<file path="config.mk">
export PLATFORM = sky130hd
export DESIGN_NAME = lcd_stream_reader
export DESIGN_NICKNAME = d
export VERILOG_FILES = /design/src/rtl/lcd_stream_reader.sv
export SDC_FILE = /design/constraint.sdc
export NUM_CORES = 1
export LEC_CHECK = 0
export ABC_AREA = 1
export BUFFER_PORTS_ARGS = -buffer_cell sky130_fd_sc_hd__buf_2
export CAP_MARGIN = 10
export CORE_ASPECT_RATIO = 1.1
export CORE_UTILIZATION = 40
export DETAILED_ROUTE_END_ITERATION = 10
export SLEW_MARGIN = 30
export SYNTH_ARGS = -nofsm -noshare
export SYNTH_HDL_FRONTEND = slang
export SYNTH_SLANG_ARGS = --single-unit
</file>
<file path="constraint.sdc">
create_clock -name clk -period 2.3 [get_ports clk]
set_input_delay 0.46 -clock clk [delete_from_list [all_inputs] [get_ports clk]]
set_output_delay 0.46 -clock clk [all_outputs]
set_load 0.005 [all_outputs]
</file>
<file path="src/rtl/lcd_stream_reader.sv">
// Pulls RGB565 pixels from a framed show-ahead FIFO and feeds an LCD timing driver,
// re-aligning to start-of-frame markers and substituting a blank colour on underrun.
//
// state      | meaning
// SEEK_SOP   | discard head words until a valid sop word is at the head
// WAIT_FRAME | sop word held at head, waiting for the driver's frame start
// STREAM     | one FIFO word per pixel request, framing checked on the fly
module lcd_stream_reader #(
    parameter int unsigned H_PIXELS    = 800,
    parameter int unsigned V_LINES     = 480,
    parameter logic [15:0] BLANK_COLOR = 16'h0000
) (
    input  logic        clk,
    input  logic        rst_n,
    input  logic [18:0] fifo_rddata,
    input  logic        fifo_empty,
    output logic        fifo_rdreq,
    input  logic        lcd_frame_start,
    input  logic        pixel_req,
    output logic [15:0] pixel_data,
    output logic        pixel_valid,
    output logic [15:0] underrun_cnt,
    output logic        sync_err,
    output logic        frame_done
);

    localparam logic [18:0] LAST_PIX = 19'(H_PIXELS * V_LINES - 1);

    typedef enum logic [1:0] {
        SEEK_SOP   = 2'd0,
        WAIT_FRAME = 2'd1,
        STREAM     = 2'd2
    } state_t;

    state_t      state, state_nxt;
    logic [18:0] pix_cnt, pix_cnt_nxt;
    logic        head_sop, head_eop, head_valid;
    logic [15:0] head_data;
    logic        head_live, head_good;
    logic        pop, err_set, done_set, underrun_inc;
    logic [15:0] out_data;

    assign head_sop   = fifo_rddata[18];
    assign head_eop   = fifo_rddata[17];
    assign head_valid = fifo_rddata[16];
    assign head_data  = fifo_rddata[15:0];
    assign head_live  = !fifo_empty;
    assign head_good  = head_live && head_valid;

    always_comb begin
        state_nxt    = state;
        pix_cnt_nxt  = pix_cnt;
        pop          = 1'b0;
        err_set      = 1'b0;
        done_set     = 1'b0;
        underrun_inc = 1'b0;
        out_data     = BLANK_COLOR;
        case (state)
            SEEK_SOP: begin
                if (head_live) begin
                    if (head_sop && head_valid) state_nxt = WAIT_FRAME;
                    else                        pop       = 1'b1;
                end
            end
            WAIT_FRAME: begin
                if (lcd_frame_start) begin
                    pix_cnt_nxt = '0;
                    state_nxt   = STREAM;
                end
            end
            STREAM: begin
                // Framing violations leave the head in place so the next frame can use it.
                if (head_good && head_sop && (pix_cnt != '0)) begin
                    err_set   = 1'b1;
                    state_nxt = WAIT_FRAME;
                end else if (head_good && !head_sop && (pix_cnt == '0)) begin
                    err_set   = 1'b1;
                    state_nxt = SEEK_SOP;
                end else begin
                    if (head_live && !head_valid) pop = 1'b1;
                    if (pixel_req) begin
                        if (head_good) begin
                            pop      = 1'b1;
                            out_data = head_data;
                        end else begin
                            underrun_inc = 1'b1;
                        end
                        if (pix_cnt == LAST_PIX) begin
                            done_set  = 1'b1;
                            state_nxt = SEEK_SOP;
                            if (!(head_good && head_eop)) err_set = 1'b1;
                        end else begin
                            pix_cnt_nxt = pix_cnt + 19'd1;
                            if (head_good && head_eop) err_set = 1'b1;
                        end
                    end
                end
            end
            default: state_nxt = SEEK_SOP;
        endcase
    end

    assign fifo_rdreq = pop && rst_n;

    always_ff @(posedge clk or negedge rst_n) begin
        if (!rst_n) begin
            state   <= SEEK_SOP;
            pix_cnt <= '0;
        end else begin
            state   <= state_nxt;
            pix_cnt <= pix_cnt_nxt;
        end
    end

    always_ff @(posedge clk or negedge rst_n) begin
        if (!rst_n) begin
            pixel_data   <= 16'h0000;
            pixel_valid  <= 1'b0;
            underrun_cnt <= 16'h0000;
            sync_err     <= 1'b0;
            frame_done   <= 1'b0;
        end else begin
            pixel_valid <= pixel_req;
            frame_done  <= done_set;
            if (pixel_req) pixel_data <= out_data;
            if (err_set) sync_err <= 1'b1;
            if (underrun_inc && (underrun_cnt != 16'hFFFF)) underrun_cnt <= underrun_cnt + 16'd1;
        end
    end

endmodule

</file>
# ---- Word level (Yosys, flattened, before mapping)
# Index checks and enable logic that the tools add are counted.
dict set report word_totals {
  output_inout_bits 36
  input_bits 24
  elab_cells 84
  register_bits 56
}
dict set report classes {
  n_addsub 2
  n_eq_ne 13
  mux 43
  reduce_logical 19
}
# cell count
set op_table {}
lappend op_table {{$mux W19} 5}
lappend op_table {{$mux W16} 4}
lappend op_table {{$pmux W19 S2} 1}
lappend op_table {{$mux W1} 24}
lappend op_table {{$add A19 B1 Y19 const B} 1}
lappend op_table {{$eq A19 B19 Y1 const B} 1}
lappend op_table {{$logic_not A19 Y1} 1}
lappend op_table {{$reduce_bool A19 Y1} 1}
lappend op_table {{$add A16 B1 Y16 const B} 1}
lappend op_table {{$ne A16 B16 Y1 const B} 1}
lappend op_table {{$mux W2} 7}
lappend op_table {{$ne A2 B2 Y1 const B} 7}
lappend op_table {{$logic_and A1 B1 Y1} 10}
lappend op_table {{$ne A4 B4 Y1 const B} 2}
lappend op_table {{$pmux W2 S3} 1}
lappend op_table {{$reduce_and A6 Y1} 1}
lappend op_table {{$reduce_and A5 Y1} 1}
lappend op_table {{$logic_not A1 Y1} 3}
lappend op_table {{$eq A2 B1 Y1 const B} 1}
lappend op_table {{$eq A2 B2 Y1 const B} 1}
lappend op_table {{$logic_not A2 Y1} 1}
lappend op_table {{$pmux W1 S2} 1}
lappend op_table {{$reduce_bool A2 Y1} 1}

# ---- Longest topological paths before layout
# Gate-level depths: netlist (run 1).
dict set report depth {
  depth_word 9
  depth_mapped 12
  depth_no_buf 12
}

# ---- Worst setup path after synthesis (run 1)
# No wires, ideal clock.
dict set report synth_path {
  path_kind {reg-to-output}
  start {reg pix_cnt[0]}
  end {out fifo_rdreq}
  t_required_ns 1.840
  slack_ns 0.478
  path_buffers 0
  t_arrival_ns 1.362
  path_stages_with_launch 12
  cell_sequence {dfrtp_1 -> inv_1 -> ha_1 -> inv_1 -> nor2_1 -> nand3_1 -> nor2_1 -> nand3_2 -> nand2_4 -> inv_1 -> nand2_1 -> a21oi_1}
}
dict set report synth_between {
  elab_chain_len 6
  word_cells_on_any_way 8
  classes_between {mux: 3; reduce/logical: 5}
}
# item line
set synth_lines {}
lappend synth_lines {{start: declaration} 36} ;# logic [18:0] pix_cnt, pix_cnt_nxt;
lappend synth_lines {{start signal: assignment} 111} ;# pix_cnt <= pix_cnt_nxt;
lappend synth_lines {{$logic_not A19 Y1} 76} ;# end else if (head_good && !head_sop && (pix_cnt == '0)) begin
lappend synth_lines {{$logic_and A1 B1 Y1} 76}
lappend synth_lines {{$mux W1} 76}
lappend synth_lines {{$mux W1 *} 73} ;# if (head_good && head_sop && (pix_cnt != '0)) begin
lappend synth_lines {{$pmux W1 S2 *} 58} ;# case (state)
lappend synth_lines {{$logic_and A1 B1 Y1 *} 103} ;# assign fifo_rdreq = pop && rst_n;
lappend synth_lines {{end: declaration} 17} ;# output logic fifo_rdreq,
# Mark *: on every way between the ends. The rest lies on a longest branch, timed or not.

# ---- Final worst setup path (run 1)
# Same ends and word-level chain as after synthesis.

==> impl_metrics.yaml, run 1 <==
floorplanning:
  die_w_um: 91.9
  io_pins: 60
  fp.coreArea_um2: 8500
  start_util: 0.419
  die-area_um2: 9280
  die_y_um: 101
  num_rows: 35
clock_network:
  clk_latency_ns: 0.31
  clockBufferDepth: 2
  cts_sinks: 56
  cts_root_buf: "clkbuf_8"
  clk_pin_slew_worst_paths_ns: 0.11
  cts_tree: "yes"
  numCtsBuffers: 5
  h-tree-depth: 2
timing:
  tns_ns: 0
  fin_crit_sh: 0.960
  maxSlewHeadroom: 0.529
  hold-worst-slack_ns: 0.334
  slew_violations: 0
  final_hold_viol_count: 0
  fin_skew_ns: 0.00455
  rsz0062_at_grt: "no"
  setup_viol: 0
  fmax_mhz: 453
  worstMarginPinSlew_ns: 0.706
  min_period_ns: 2.21
  fin_ws_ns: 0.0929
yosys:
  syn-num-nets: 506
  synth-edff-count: 0
  synth.largest_area_cell: "dfrtp_1"
  async_reset_ff_frac: 1.00
  synth_cell_types: 37
  ys.flop_type: "dfrtp_1"
  ys_seq_elements: 56
  synth.avg_cell_area_um2: 7.43
  synth_top_cell_area_share: 0.394
  syn_area_um2: 3560
  synthTopCellsByArea: "dfrtp_1 39%, nand2_1 17%, nor2_1 7.9%"
  synth-warning-count: 0
  syn_inst: 479
  ys_seq_area_frac: 0.394
power:
  finalPower_mw: 2.48
  power.leakage_nw: 2.17
  irDropWorstVdd_mv: 0.310
  power_density_nw_per_um2: 599
setup_path:
  crit_required_ns: 1.84
  arrival_ns: 1.75
  crit_fanout: 4
  start_kind: "flip-flop"
  rr_endpoint: "pix_cnt[18]"
  cp-startpoint: "pix_cnt[0]"
  worst-r2r-setup-slack_ns: 0.17
  endpoint_kind: "primary output"
  crit_end: "fifo_rdreq"
  path_class: "flip-flop to primary output"
  r2r_cells: 9
  r2r_start: "pix_cnt[0]"
cells_and_area:
  multi_input_area_um2: 1870
  regArea_um2: 1410
  fin_nets: 579
  diodes: 0
  drive_above_1_share: 0.286
  fillers: 911
  utilization: 0.487
  syn_to_final_growth_pct: 16.2
global_route:
  antenna_found_initial: 0
  grt_overflow: 0
  grt_max_degree: 57
  track_usage: 0.197
  grt_pass1_vias: 3105
  grt_pass1_wl_um: 14700
detailed_routing:
  drt_iter0_drc: 162
  postRouteWirelength_um: 8510
  post_drt_via_cell_ratio: 4.89
  route.detailed.drc: 0
  drtPass1Iterations: 4
  num_vias: 3245
  ant_nets: 0
  wl_per_cell_um: 12.8
min_path:
  min_from: "fifo_rddata[0]"
  hold_class: "input pin to flip-flop"
place:
  io_buffers: 59
  place_ws_ns: 0.184
  place_congestion: 0.889
  post-dp-hpwl_um: 6210
job:
  drv_cap: 0
status:
  outcome: "finished, final reports clean"
[power breakdown]
| part | switching, mW | leakage [nW] | internal, mW | total, mW |
|---|---|---|---|---|
| clock | 0.352 | 0.0485 | 0.220 | 0.571 |
| sequential | 0.0607 | 0.735 | 1.04 | 1.10 |
| combinational | 0.550 | 1.39 | 0.251 | 0.801 |
[layer usage]
metal | GRT usage | wire length, µm | vias up
met1 | 0.257 | 3930 | 1531
li1 | - | - | 1630
met3 | 0.0324 | 342 | 11
met5 | 0 | 0 | -
met2 | 0.344 | 4160 | 73
met4 | 0.0433 | 70 | 0
[cells in the mapped netlist (2+ instances only)]
cell and instances:
nand2_1 158, nor2_1 75, dfrtp_1 56, inv_1 39
nand3_1 33, xor2_1 15, nand2_2 14, nand3_2 13
nor3_1 9, xnor2_1 8, buf_6 7, nand4_1 6
nor2_2 6, a21oi_1 3, ha_1 3, inv_2 3
nand2_4 3, nor2_4 3, o21ai_0 3, clkbuf_1 2
clkbuf_8 2, o21ai_1 2, or2_2 2
[critical path, cell delays in order, from the launching register on]
cell	delay, ns
dfrtp_2	0.44
inv_4	0.08
ha_4	0.14
nand2_1	0.06
nor2_2	0.11
nand3_2	0.11
nand2_4	0.10
nand2_4	0.06
inv_2	0.06
nand2_2	0.05
a21oi_2	0.12
buf_2	0.12
[layout make-up]
| cell class | count | area share |
|---|---|---|
| repair buffers | 80 | 0.109 |
| flip-flops and latches | 56 | 0.342 |
| inverters | 43 | 0.0399 |
| multi-input cells | 366 | 0.453 |
| clock buffers | 5 | 0.0166 |
| well taps | 111 | 0.0336 |
| clock inverters | 3 | 0.00544 |
[what timing repair did]
action,4_1_cts,5_1_grt
setup endpoints to repair,1,1
buffers inserted,2,11
pin swaps,1,7
resized for setup,5,19
hold buffers,0,0
[worst min path at each step]
stage | to | slack [ns] | depth (start not counted)
floorplan | frame_done | 0.16 | 0
global placement | sync_err | 0.45 | 2
detailed placement | sync_err | 0.46 | 2
CTS | pixel_data[0] | 0.32 | 3
global route | pixel_data[14] | 0.33 | 3
finish | pixel_data[0] | 0.33 | 3
[registers in the layout, indices dropped and copies added (netlist names)]
name	flops
pixel_data	16
sync_err	1
underrun_cnt	16
frame_done	1
state	2
pixel_valid	1
pix_cnt	19
[cell families after synthesis]
group                    Yosys count  synth area share
flip-flops                        56             0.394
buffers and inverters             57            0.0890
XOR/XNOR                          23            0.0566
AND/OR/NAND/NOR                  329             0.430
adder cells (fa/ha/maj)            3            0.0105
AO/OA/AOI/OAI                     11            0.0204
[cell usage in the layout, fill, tap and decap left out, types with 2 or more instances in the layout]
cell	n
nand2_1	156
nor2_1	72
buf_2	59
dfrtp_1	46
inv_1	35
nand3_1	33
buf_4	21
nand2_2	16
xor2_1	15
nand3_2	13
dfrtp_2	10
nor3_1	9
nor2_2	8
xnor2_1	8
inv_2	6
nand4_1	6
clkbuf_8	5
nor2_4	4
nand2_4	3
o21ai_0	3
a21oi_1	2
clkinv_2	2
o21ai_1	2
or2_2	2
ha_1	2
[per-stage QoR]
step / std cells / area [µm²]
4_1_cts: 653 / 4020
6_report: 664 / 4140
2_1_floorplan: 479 / 3560
3_5_place_dp: 643 / 3900
3_3_place_gp: 643 / 3900
5_1_grt: 664 / 4140
Note: power is estimated with default switching activity, not from simulation.
==> run 2, diff against run 1 <==
--- a/config.mk
+++ b/config.mk
@@ -5,12 +5,13 @@
 export SDC_FILE = /design/constraint.sdc
 export NUM_CORES = 1
 export LEC_CHECK = 0
-export ABC_AREA = 1
 export BUFFER_PORTS_ARGS = -buffer_cell sky130_fd_sc_hd__buf_2
 export CAP_MARGIN = 10
 export CORE_ASPECT_RATIO = 1.1
 export CORE_UTILIZATION = 40
 export DETAILED_ROUTE_END_ITERATION = 10
+export RECOVER_POWER = 25
+export SETUP_SLACK_MARGIN = 0.02
 export SLEW_MARGIN = 30
 export SYNTH_ARGS = -nofsm -noshare
 export SYNTH_HDL_FRONTEND = slang
==> impl_metrics.yaml, run 2 <==
global_route:
  track_usage: 0.201
  grt_pass1_wl_um: 11200
  grt_max_degree: 57
  grt_overflow: 0
  antenna_found_initial: 0
  grt_pass1_vias: 2405
detailed_routing:
  route.detailed.drc: 0
  drt_iter0_drc: 72
  postRouteWirelength_um: 7170
  wl_per_cell_um: 15.7
  post_drt_via_cell_ratio: 5.60
  ant_nets: 0
  drtPass1Iterations: 4
  num_vias: 2554
clock_network:
  h-tree-depth: 2
  clockBufferDepth: 2
  clk_latency_ns: 0.31
  cts_tree: "yes"
  cts_sinks: 56
  numCtsBuffers: 5
  cts_hold_buf: 0
  clk_pin_slew_worst_paths_ns: 0.10
  cts_root_buf: "clkbuf_8"
setup_path:
  path_class: "flip-flop to primary output"
  cp_slowest_stage_delay_ns: 0.46
  rr_endpoint: "pix_cnt[17]"
  arrival_ns: 2.24
  crit_required_ns: 1.84
  r2r_cells: 10
  start_kind: "flip-flop"
  crit_chain: "or3_4 -> or4_4 -> or4_4 -> nand2_4 -> a21oi_2 -> buf_2"
  endpoint_kind: "primary output"
  r2r_start: "pix_cnt[10]"
  crit_fanout: 2
  worst-r2r-setup-slack_ns: -0.28
  crit_top_cell: "or4_4"
  cp_slowest_cell: "or4_4"
yosys:
  synthAdderAreaFrac: 0.0136
  synth-edff-count: 0
  syn_area_um2: 2760
  synth_common_cells: "56 x dfrtp_1, 20 x nand2_1, 17 x nand3_1, 17 x o21ai_0"
  synth_compound_area_frac: 0.203
  synth_cell_types: 44
  synthTopCellsByArea: "dfrtp_1 51%, a22o_1 5.1%, xnor2_1 3.5%"
  syn-num-nets: 295
  synth.avg_cell_area_um2: 10.3
  synthMuxAreaShare: 0.00816
  ys_seq_area_frac: 0.507
  ys_seq_elements: 56
  yosysMostFrequentCell: "dfrtp_1"
  synth_top_cell_area_share: 0.507
  synth_top_family_by_area: "compound AO/OA/AOI/OAI gates"
  synth-warning-count: 0
  synth_xor_xnor_area_share: 0.0476
  syn_inst: 268
  synth.largest_area_cell: "dfrtp_1"
  ys.flop_type: "dfrtp_1"
  async_reset_ff_frac: 1.00
  synthSimpleGateAreaFrac: 0.190
floorplanning:
  io_pins: 60
  fp.coreArea_um2: 6630
  start_util: 0.416
  num_rows: 31
  die-area_um2: 7240
  die_w_um: 81.2
  die_y_um: 89.1
min_path:
  min_to: "state[0]"
  min_delay_path_depth: 2
  hold_class: "input pin to flip-flop"
  min_from: "lcd_frame_start"
cells_and_area:
  largest_reg_flops: 19
  syn_to_final_growth_pct: 40.1
  final_cell_mix: "57 x buf_2, 56 x dfrtp_1, 37 x buf_4"
  fin_nets: 401
  diodes: 0
  top_register: "pix_cnt"
  final_common_cell: "buf_2"
  utilization: 0.583
  final_area_um2: 3870
  fin_cells: 456
  reg_top3: "pix_cnt x19, pixel_data x16, underrun_cnt x16"
  drive_above_1_share: 0.393
timing:
  tns_ns: -4.11
  worstMarginPinSlew_ns: 1.39
  fmax_mhz: 370
  maxSlewHeadroom: 0.0725
  slew_violations: 0
  final_hold_viol_count: 0
  fin_crit_sh: 1.17
  fin_ws_ns: -0.399
  setup_viol: 20
  rsz0062_at_grt: "yes"
  min_period_ns: 2.70
  fin_skew_ns: 0.0110
place:
  io_buffers: 59
  post-dp-hpwl_um: 4850
  place_congestion: 0.874
  dp.cells: 435
  place_area_um2: 3450
power:
  irDropWorstVdd_mv: 0.591
  power_density_nw_per_um2: 799
  power.leakage_nw: 1.83
status:
  outcome: "finished, violations left"
  violations: "negative setup slack"
job:
  drv_cap: 0
[run 2: cell types whose count changed after synthesis, moves of 16 or more]
cell / delta
nand2_1: -138
nor2_1: -59
inv_1: -34
a22o_1: +16
nand3_1: -16
[run 2: cells by family after synthesis]
group | count (synthesis)
DFF | 56
adders and majority gates | 3
xor gates and xnor gates | 15
muxes | 2
buffers and inverters | 18
AOI/OAI and AO/OA | 77
and+or+nand+nor | 97
[run 2: per-layer routing]
layer	GRT usage	up-vias	part of all wire	routed length (µm)
met1	0.261	1252	0.44	3180
met5	0	-	0	0
met2	0.342	72	0.50	3570
li1	-	1222	-	-
met3	0.0357	8	0.048	342
met4	0.0584	0	0.011	81
[run 2: worst max-delay path by stage]
stage	startpoint	to	slack (ns)
2_1_floorplan	pix_cnt[10]	fifo_rdreq	-0.07
3_3_place_gp	pix_cnt[1]	pix_cnt[15]	-0.15
3_5_place_dp	pix_cnt[10]	pixel_data[1]	-0.21
4_1_cts	pix_cnt[10]	fifo_rdreq	-0.40
5_1_grt	pix_cnt[10]	fifo_rdreq	-0.45
6_report	pix_cnt[10]	fifo_rdreq	-0.40
[run 2: power by group]
group          switching (mW)  internal [mW]  total [mW]
clock network           0.311          0.429       0.740
logic                   0.610          0.565        1.17
registers              0.0895           1.09        1.18
[run 2: final cells by class]
class	count	area, µm²
fill	576	2760
multi-input combinational	195	1460
sequential	56	1400
timing repair buffer	110	753
tap	82	103
clock buffer	5	68.8
clock inverter	2	60.1
inverter	6	22.5
[run 2: stage by stage]
step / hold WS (ns) / setup slack, ns / total power, mW
4_1_cts: 0.335 / -0.402 / 3.00
3_3_place_gp: 0.475 / -0.148 / 2.10
2_1_floorplan: 0.164 / -0.0669 / 1.71
5_1_grt: 0.353 / -0.448 / 3.26
3_5_place_dp: 0.480 / -0.211 / 2.11
6_report: 0.368 / -0.399 / 3.09
[run 2: repair_timing]
item / CTS / global route
gates resized for setup: 26 / 20
pin swaps: 10 / 11
endpoints found under the setup margin: 36 / 37
gates cloned: 2 / 0
setup buffers: 10 / 3
[run 2: critical path, delay by kind of cell (launching register included)]
kind	cells	cell delay [ns]
and+or+nand+nor	4	1.37
DFF	1	0.39
buffers and inverters	1	0.12
AOI/OAI and AO/OA	1	0.05
==> run 3, diff against run 2 <==
--- a/config.mk
+++ b/config.mk
@@ -5,8 +5,7 @@
 export SDC_FILE = /design/constraint.sdc
 export NUM_CORES = 1
 export LEC_CHECK = 0
-export BUFFER_PORTS_ARGS = -buffer_cell sky130_fd_sc_hd__buf_2
-export CAP_MARGIN = 10
+export BUFFER_PORTS_ARGS = -buffer_cell sky130_fd_sc_hd__buf_4
 export CORE_ASPECT_RATIO = 1.1
 export CORE_UTILIZATION = 40
 export DETAILED_ROUTE_END_ITERATION = 10
==> constraint.sdc (replaced) <==
create_clock -name clk -period 2.3 [get_ports clk]
set_input_delay 0.115 -clock clk [delete_from_list [all_inputs] [get_ports clk]]
set_output_delay 0.115 -clock clk [all_outputs]
set_load 0.005 [all_outputs]
==> impl_metrics.yaml, run 3 (same netlist as run 2, synthesis figures left out) <==
status:
  outcome: "finished, violations left"
  violations: "negative setup slack"
floorplanning:
  io_pins: 60
  start_util: 0.416
  fp.coreArea_um2: 6630
  num_rows: 31
  die_w_um: 81.2
  die_y_um: 89.1
  die-area_um2: 7240
power:
  p_clk_frac: 0.195
  swShare: 0.352
  pwr-share-comb: 0.390
  power_frac_seq: 0.415
  power_density_nw_per_um2: 734
  power.leakage_nw: 1.82
  irDropWorstVdd_mv: 0.449
  power_switching_mw: 1.00
  p_int_mw: 1.84
timing:
  fin_crit_sh: 1.05
  slew_violations: 0
  fmax_mhz: 413
  maxSlewHeadroom: 0.573
  min_period_ns: 2.42
  fin_ws_ns: -0.124
  fin_skew_ns: 0.0121
  setup_viol: 34
  worstMarginPinSlew_ns: 0.639
  rsz0062_at_grt: "yes"
  final_hold_viol_count: 0
place:
  post-dp-hpwl_um: 4940
  io_buffers: 59
  place_area_um2: 3550
  place_congestion: 0.877
  dp.cells: 433
setup_path:
  crit_fanout: 7
  arrival_ns: 2.62
  crit_required_ns: 2.49
  r2r_cells: 8
  start_kind: "flip-flop"
  rr_endpoint: "pix_cnt[17]"
  cp_slowest_cell: "or4_4"
  path_class: "flip-flop to flip-flop"
  crit_top_cell: "or4_4"
  endpoint_kind: "flip-flop"
  r2r_start: "pix_cnt[10]"
  cp_slowest_stage_delay_ns: 0.47
  worst-r2r-setup-slack_ns: -0.12
  crit_chain: "or3_4 -> or4_4 -> or4_4 -> buf_6 -> nand3_4 -> buf_4 -> nand3_1 -> o311ai_1"
cells_and_area:
  largest_reg_flops: 19
  top_register: "pix_cnt"
  final_common_cell: "buf_4"
  reg_top3: "pix_cnt x19, pixel_data x16, underrun_cnt x16"
  final_cell_mix: "94 x buf_4, 56 x dfrtp_1, 18 x nand2_1"
  diodes: 0
  fin_cells: 451
  drive_above_1_share: 0.388
  final_area_um2: 3870
  fin_nets: 395
  syn_to_final_growth_pct: 40.3
min_path:
  hold_class: "input pin to flip-flop"
  min_from: "fifo_rddata[1]"
  min_to: "pixel_data[1]"
  min_delay_path_depth: 2
clock_network:
  clk_latency_ns: 0.31
  clockBufferDepth: 2
  cts_root_buf: "clkbuf_8"
  h-tree-depth: 2
  numCtsBuffers: 5
  cts_tree: "yes"
  clk_pin_slew_worst_paths_ns: 0.10
  cts_sinks: 56
detailed_routing:
  route.detailed.drc: 0
  wl_per_cell_um: 15.9
  drt_iter0_drc: 101
  drtPass1Iterations: 4
  ant_nets: 0
  num_vias: 2531
  postRouteWirelength_um: 7160
  post_drt_via_cell_ratio: 5.61
global_route:
  grt_pass1_wl_um: 11100
  antenna_found_initial: 0
  grt_pass1_vias: 2314
  grt_max_degree: 36
  grt_overflow: 0
  track_usage: 0.202
job:
  drv_cap: 0
==> run 3: worst max-delay path by stage <==
stage | from | endpoint | slack (ns) | depth (start not counted)
detailed placement | pix_cnt[10] | pixel_data[3] | -0.15 | 6
finish | pix_cnt[10] | pix_cnt[17] | -0.12 | 8
global route | pix_cnt[10] | pix_cnt[17] | -0.20 | 7
global placement | pix_cnt[10] | pixel_data[13] | -0.13 | 6
floorplan | pix_cnt[10] | pix_cnt[7] | -0.002 | 7
CTS | pix_cnt[10] | fifo_rdreq | -0.16 | 6
==> run 3: through the flow <==
stage	power [mW]	util	TNS [ns]	worst slack, ns	hold slack [ns]
finish	2.84	0.584	-1.50	-0.124	0.0144
global route	3.01	0.584	-3.94	-0.202	0.00235
floorplan	1.70	-	-0.00413	-0.00200	-0.181
CTS	2.75	0.564	-2.16	-0.155	0.00446
global placement	2.14	0.536	-2.32	-0.134	0.0259
detailed placement	2.15	0.536	-2.83	-0.146	0.0257
==> run 3: final cells by class <==
class                   instances  area (µm²)
well taps                      82         103
multi-input cells             194        1420
inverters                       6        22.5
flip-flops and latches         56        1400
fillers                       580        2760
repair buffers                105         843
clock buffers                   6        72.6
clock inverters                 2        16.3
==> run 3: power groups by stage <==
stage / registers (mW) / clock network [mW] / logic [mW]
2_1_floorplan: 1.21 / 0 / 0.497
3_3_place_gp: 1.20 / 0 / 0.940
3_5_place_dp: 1.20 / 0 / 0.947
4_1_cts: 1.18 / 0.576 / 0.995
5_1_grt: 1.20 / 0.616 / 1.20
6_report: 1.18 / 0.555 / 1.11
==> run 3: routing by layer <==
layer,part of all wire,track usage,wire (µm),vias to the layer above
met3,0.051,0.0388,363,5
met4,0.0089,0.0519,64,0
met2,0.51,0.345,3630,73
li1,-,-,-,1204
met5,0,0,0,-
met1,0.43,0.263,3100,1249
==> run 3: critical path, delay by kind of cell (launching register included) <==
family,cells,cell delay (ns)
simple gates,5,1.51
flops,1,0.39
buf+inv,2,0.29
compound gates,1,0.12
==> run 3: what timing repair did <==
action | 4_1_cts | 5_1_grt
endpoints found under the setup margin | 35 | 37
pin swaps | 3 | 13
gates cloned | 0 | 0
buffers inserted | 5 | 2
hold buffers | 3 | 0
hold endpoints to repair | 23 | 0
resized for setup | 4 | 43
